File: src/rtl/proc_seq_pkg.sv
// Shared types and constants for the 9-bit processor program sequencer.
package proc_seq_pkg;

    typedef enum logic [3:0] {
        S_IDLE,
        S_FETCH,
        S_DECODE,
        S_IMM_FETCH,
        S_IMM_LATCH,
        S_ISSUE,
        S_WAIT,
        S_PAUSE,
        S_HALT,
        S_ERROR
    } seq_state_t;

    localparam logic [8:0] HALT_WORD = 9'h1FF;
    localparam logic [2:0] OPC_MVI   = 3'b001;

    function automatic logic is_mvi(input logic [8:0] word);
        return word[8:6] == OPC_MVI;
    endfunction

endpackage

File: src/rtl/proc_seq_watchdog.sv
// Loadable down-counter that flags when the processor has not answered
// within TIMEOUT consecutive enabled cycles.
module proc_seq_watchdog #(
    parameter int TIMEOUT = 15
) (
    input  logic                             clk,
    input  logic                             rst_n,
    input  logic                             load_i,
    input  logic                             en_i,
    output logic                             expire_o,
    output logic [$clog2(TIMEOUT+1)-1:0]     count_o
);

    localparam int CW = $clog2(TIMEOUT + 1);
    localparam logic [CW-1:0] LOAD_VAL = CW'(TIMEOUT - 1);

    logic [CW-1:0] cnt_q, cnt_d;

    always_ff @(posedge clk or negedge rst_n) begin
        if (!rst_n) begin
            cnt_q <= '0;
        end else begin
            cnt_q <= cnt_d;
        end
    end

    // Loaded to TIMEOUT-1 so the TIMEOUT-th enabled cycle sees zero.
    always_comb begin
        cnt_d = cnt_q;
        if (load_i) begin
            cnt_d = LOAD_VAL;
        end else if (en_i && (cnt_q != '0)) begin
            cnt_d = cnt_q - CW'(1);
        end
    end

    assign expire_o = en_i && (cnt_q == '0);
    assign count_o  = cnt_q;

endmodule

File: src/rtl/proc_sequencer.sv
// Program sequencer: fetches words from a synchronous ROM, issues them to the
// processor with a Run pulse, supplies MVI immediates and waits for Done.
module proc_sequencer
    import proc_seq_pkg::*;
#(
    parameter int ADDR_W  = 5,
    parameter int TIMEOUT = 15
) (
    input  logic              clk_50,
    input  logic              Resetn,
    input  logic              Start,
    input  logic              Step_mode,
    input  logic              Step,
    output logic [ADDR_W-1:0] mem_addr,
    input  logic [8:0]        mem_data,
    output logic [8:0]        DIN,
    output logic              Run,
    input  logic              Done,
    output logic [ADDR_W-1:0] PC,
    output logic              Busy,
    output logic              Halted,
    output logic              Err,
    output seq_state_t        state_o
);

    seq_state_t        state_q, state_d;
    logic [ADDR_W-1:0] pc_q, pc_d;
    logic [8:0]        instr_q, instr_d;
    logic [8:0]        imm_q, imm_d;
    logic              wd_load, wd_en, wd_expire;
    logic [$clog2(TIMEOUT+1)-1:0] wd_count;
    logic              restart;

    assign restart = Start && ((state_q == S_IDLE) || (state_q == S_HALT) || (state_q == S_ERROR));

    always_ff @(posedge clk_50 or negedge Resetn) begin
        if (!Resetn) begin
            state_q <= S_IDLE;
        end else begin
            state_q <= state_d;
        end
    end

    always_comb begin
        state_d = state_q;
        case (state_q)
            S_IDLE, S_HALT, S_ERROR: if (Start) state_d = S_FETCH;
            S_FETCH:     state_d = S_DECODE;
            S_DECODE: begin
                if (mem_data == HALT_WORD)  state_d = S_HALT;
                else if (is_mvi(mem_data))  state_d = S_IMM_FETCH;
                else                        state_d = S_ISSUE;
            end
            S_IMM_FETCH: state_d = S_IMM_LATCH;
            S_IMM_LATCH: state_d = S_ISSUE;
            S_ISSUE:     state_d = S_WAIT;
            S_WAIT: begin
                if (Done)           state_d = Step_mode ? S_PAUSE : S_FETCH;
                else if (wd_expire) state_d = S_ERROR;
            end
            S_PAUSE:     if (Step || !Step_mode) state_d = S_FETCH;
            default:     state_d = S_IDLE;
        endcase
    end

    always_comb begin
        Run      = (state_q == S_ISSUE);
        Halted   = (state_q == S_HALT);
        Err      = (state_q == S_ERROR);
        Busy     = !((state_q == S_IDLE) || (state_q == S_HALT) || (state_q == S_ERROR));
        // The immediate follows the opcode word once the Run cycle is over.
        DIN      = ((state_q == S_WAIT) && is_mvi(instr_q)) ? imm_q : instr_q;
        mem_addr = pc_q;
        PC       = pc_q;
        state_o  = state_q;
        wd_load  = (state_q == S_ISSUE);
        wd_en    = (state_q == S_WAIT) && !Done;
    end

    always_ff @(posedge clk_50 or negedge Resetn) begin
        if (!Resetn) begin
            pc_q    <= '0;
            instr_q <= '0;
            imm_q   <= '0;
        end else begin
            pc_q    <= pc_d;
            instr_q <= instr_d;
            imm_q   <= imm_d;
        end
    end

    // PC wraps naturally at 2^ADDR_W; an MVI at the top address takes word 0.
    always_comb begin
        pc_d    = pc_q;
        instr_d = instr_q;
        imm_d   = imm_q;
        if (restart) begin
            pc_d = '0;
        end else if (state_q == S_DECODE) begin
            instr_d = mem_data;
            pc_d    = pc_q + ADDR_W'(1);
        end else if (state_q == S_IMM_LATCH) begin
            imm_d = mem_data;
            pc_d  = pc_q + ADDR_W'(1);
        end
    end

    proc_seq_watchdog #(
        .TIMEOUT (TIMEOUT)
    ) u_watchdog (
        .clk      (clk_50),
        .rst_n    (Resetn),
        .load_i   (wd_load),
        .en_i     (wd_en),
        .expire_o (wd_expire),
        .count_o  (wd_count)
    );

endmodule

File: config.mk
export PLATFORM = sky130hd
export DESIGN_NAME = proc_sequencer
export DESIGN_NICKNAME = d
export VERILOG_FILES = /design/src/rtl/proc_seq_pkg.sv /design/src/rtl/proc_seq_watchdog.sv /design/src/rtl/proc_sequencer.sv
export SDC_FILE = /design/constraint.sdc
export NUM_CORES = 1
export LEC_CHECK = 0
export CAP_MARGIN = 20
export CORE_MARGIN = 2
export CORE_UTILIZATION = 49
export DETAILED_ROUTE_END_ITERATION = 7
export GPL_ROUTABILITY_DRIVEN = 0
export PLACE_DENSITY = 0.79
export REMOVE_ABC_BUFFERS = 1
export SETUP_SLACK_MARGIN = 0.1
export SLEW_MARGIN = 10
export SYNTH_ARGS = -nofsm -noshare
export SYNTH_HDL_FRONTEND = slang
export SYNTH_SLANG_ARGS = --single-unit
File: constraint.sdc
create_clock -name clk_50 -period 2.5 [get_ports clk_50]
set_clock_uncertainty 0.1 [all_clocks]
set_input_delay 0.25 -clock clk_50 [delete_from_list [all_inputs] [get_ports clk_50]]
set_output_delay 0.25 -clock clk_50 [all_outputs]
set_load 0.05 [all_outputs]
==> impl_metrics.ini <==
[routing]
wl_met3_um = 256
route.met2.wl_mm = 2.03
via_per_inst = 5.51
vias = 1439
final_antenna_net_count = 0
wl_met1_mm = 1.77
drc = 0
top_layer_used = met4
wl_mm = 4.12
first_iter_violations = 148
dr.pass1.iters = 4
wl_per_cell_um = 15.8

[sta]
maxSlewHeadroom_pct = 61.2
max_freq_mhz = 433
hold_ws_ps = 187
hold_violations = 0
maxSlewViolCount = 0
period_needed_ps = 2310
setup_tns_ps = 0
rsz0062_at_grt = true
setup_viol_count_final = 0
worstMarginPinSlew_ps = 576
fin_crit_sh_pct = 92.4

[global_route]
antenna_found_initial = 0
grt_pass1_vias = 1404
overflow = 0
grt_pass1_wl_mm = 6.67
grt_usage_pct = 21.0
grt_max_degree = 32

[power]
irDropWorstVdd_mv = 0.917
pwr-share-comb_pct = 65.7
swShare_pct = 47.1
power_switching_mw = 1.69
total_leakage_power_nw = 1.04
seqPwrFrac_pct = 26.4
clockPowerShare_pct = 7.9
intPower_mw = 1.90
power.density_nw_per_um2 = 1480

[cts]
clock-sinks = 31
cts-buffers-inserted = 5
cts_root_buf = clkbuf_4
clk_path_buf_depth = 2
htree_levels = 2
path_clk_slew_ps = 100
clk_latency_ps = 340
cts_tree = yes

[die]
die_area_um2 = 4120
dieWidth_um = 64.2
ios = 42
die_h_um = 64.2
core-area_um2 = 3420
start_util_pct = 52.0
fp-row-count = 21

[synthesis]
synth_cell_types = 45
syn_inst = 163
yosys_most_used_dff = dfrtp_1
synth-seq-cells = 31
synth_edf_count = 0
syn_area_um2 = 1780
ys_seq_area_share_pct = 43.7
synth_area_per_cell_um2 = 10.9
ys_async_sr_fraction_pct = 100
yosysWarnings = 0

[hold_path]
min_path_type = in -> async

[status]
run_status = finished clean

[worst_setup_path]
critical_path_required_ps = 2150
critPathKind = reg -> out
worst-path-max-fanout = 9
crit_path_end_kind = output port
worstPathArrival_ps = 1960
crit_path_start_kind = register

[final_layout]
area_growth_pct = 36.5
n_antenna_cell = 0
nets = 231
fin_cells = 261
drive_gt1_share_pct = 32.6
mostFrequentLayoutCells = dfrtp_1 (28), clkdlybuf4s50_1 (28), mux2_2 (21)

[place]
dp_cells = 241
place_hpwl_mm = 2.83
io_buffers = 41

[flow_run]
max-cap-violations = 0
-- kinds of logic after synthesis --
group / after synthesis / synth area share [%]
compound gates: 27 / 11.3
flops: 31 / 43.7
fa+ha+maj: 2 / 1.41
mux: 28 / 17.4
buf+inv: 18 / 5.92
xor+xnor: 1 / 0.493
simple gates: 56 / 19.9
-- cell usage after synthesis (2+ instances only) --
| library cell | n | area, um2 |
|---|---|---|
| nor3_1 | 4 | 20.0 |
| buf_6 | 2 | 22.5 |
| nor4b_1 | 2 | 17.5 |
| clkbuf_1 | 2 | 7.51 |
| inv_1 | 6 | 22.5 |
| mux2i_1 | 5 | 50.1 |
| nor2_1 | 5 | 18.8 |
| or3_1 | 3 | 18.8 |
| nand2b_4 | 2 | 27.5 |
| and2_1 | 2 | 12.5 |
| a21oi_1 | 7 | 35.0 |
| nand3_1 | 6 | 30.0 |
| a21o_1 | 3 | 22.5 |
| a21boi_0 | 2 | 15.0 |
| or2_2 | 2 | 12.5 |
| buf_4 | 5 | 37.5 |
| o21ai_0 | 6 | 30.0 |
| buf_2 | 3 | 15.0 |
| ha_1 | 2 | 25.0 |
| nor2b_1 | 2 | 12.5 |
| mux2_2 | 23 | 259 |
| dfrtp_1 | 31 | 776 |
| nand2_1 | 9 | 33.8 |
| nand2b_1 | 7 | 43.8 |
| nand3b_1 | 2 | 15.0 |
-- power by group through the flow --
stage	clock network, mW	logic, mW	registers [mW]
2_1_floorplan	0	1.08	1.25
3_3_place_gp	0	2.14	0.943
3_5_place_dp	0	2.20	0.955
4_1_cts	0.292	2.20	0.953
5_1_grt	0.317	2.48	0.982
6_report	0.285	2.35	0.945
-- critical path, cell delays in order (launching register included) --
cell	delay [ps]
dfrtp_2	470
nand2b_4	220
nor4_4	220
nand2_2	200
mux2_4	360
buf_12	150
-- repair_timing --
action | in CTS | in global routing
hold buffers | 0 | 0
setup endpoints to repair | 9 | 7
setup buffers | 0 | 12
gates resized for setup | 5 | 5
pin swaps | 0 | 2
-- per-stage QoR --
stage	cell area [um2]	setup WS [ps]	power [mW]	utilization (%)
after CTS	2320	92.1	3.45	67.9
after floorplan	1690	-257	2.34	-
after global placement	2270	423	3.09	66.3
after global routing	2430	77.5	3.78	71.0
after detailed placement	2270	335	3.15	66.3
final	2430	189	3.58	71.0
-- worst paths after layout --
check | startpoint | endpoint | slack, ps | cells after the start
setup / recovery | state_o[3] | DIN[2] | 190 | 5
hold / removal | Resetn | PC[1] | 190 | 2
setup reg to reg | state_o[0] | PC[0] | 470 | 6
hold reg to reg | instr_q[5] | instr_q[5] | 420 | 1
max in group asynchronous | Resetn | state_o[0] | 1800 | 2
min in group clk_50 | instr_q[5] | instr_q[5] | 420 | 1
-- routing by layer --
layer	vias to the layer above	global-route usage (%)
met3	5	6.34
li1	686	-
met5	-	0
met1	704	26.5
met2	44	33.2
met4	0	9.31
-- area by class of cell --
type                            instances  area [um2]
Clock inverter                          3        15.0
Fill cell                             269         990
Tap cell                               46        57.6
Sequential cell                        31         779
Clock buffer                            5        37.5
Timing Repair Buffer                   56         602
Multi-Input combinational cell        114         912
Inverter                                6        22.5
-- registers in the layout (all words and copies together) (netlist names) --
register,count
PC,5
imm_q,9
instr_q,9
state_o,4
u_watchdog.count_o,4
Power figures use the tool's default switching activity.
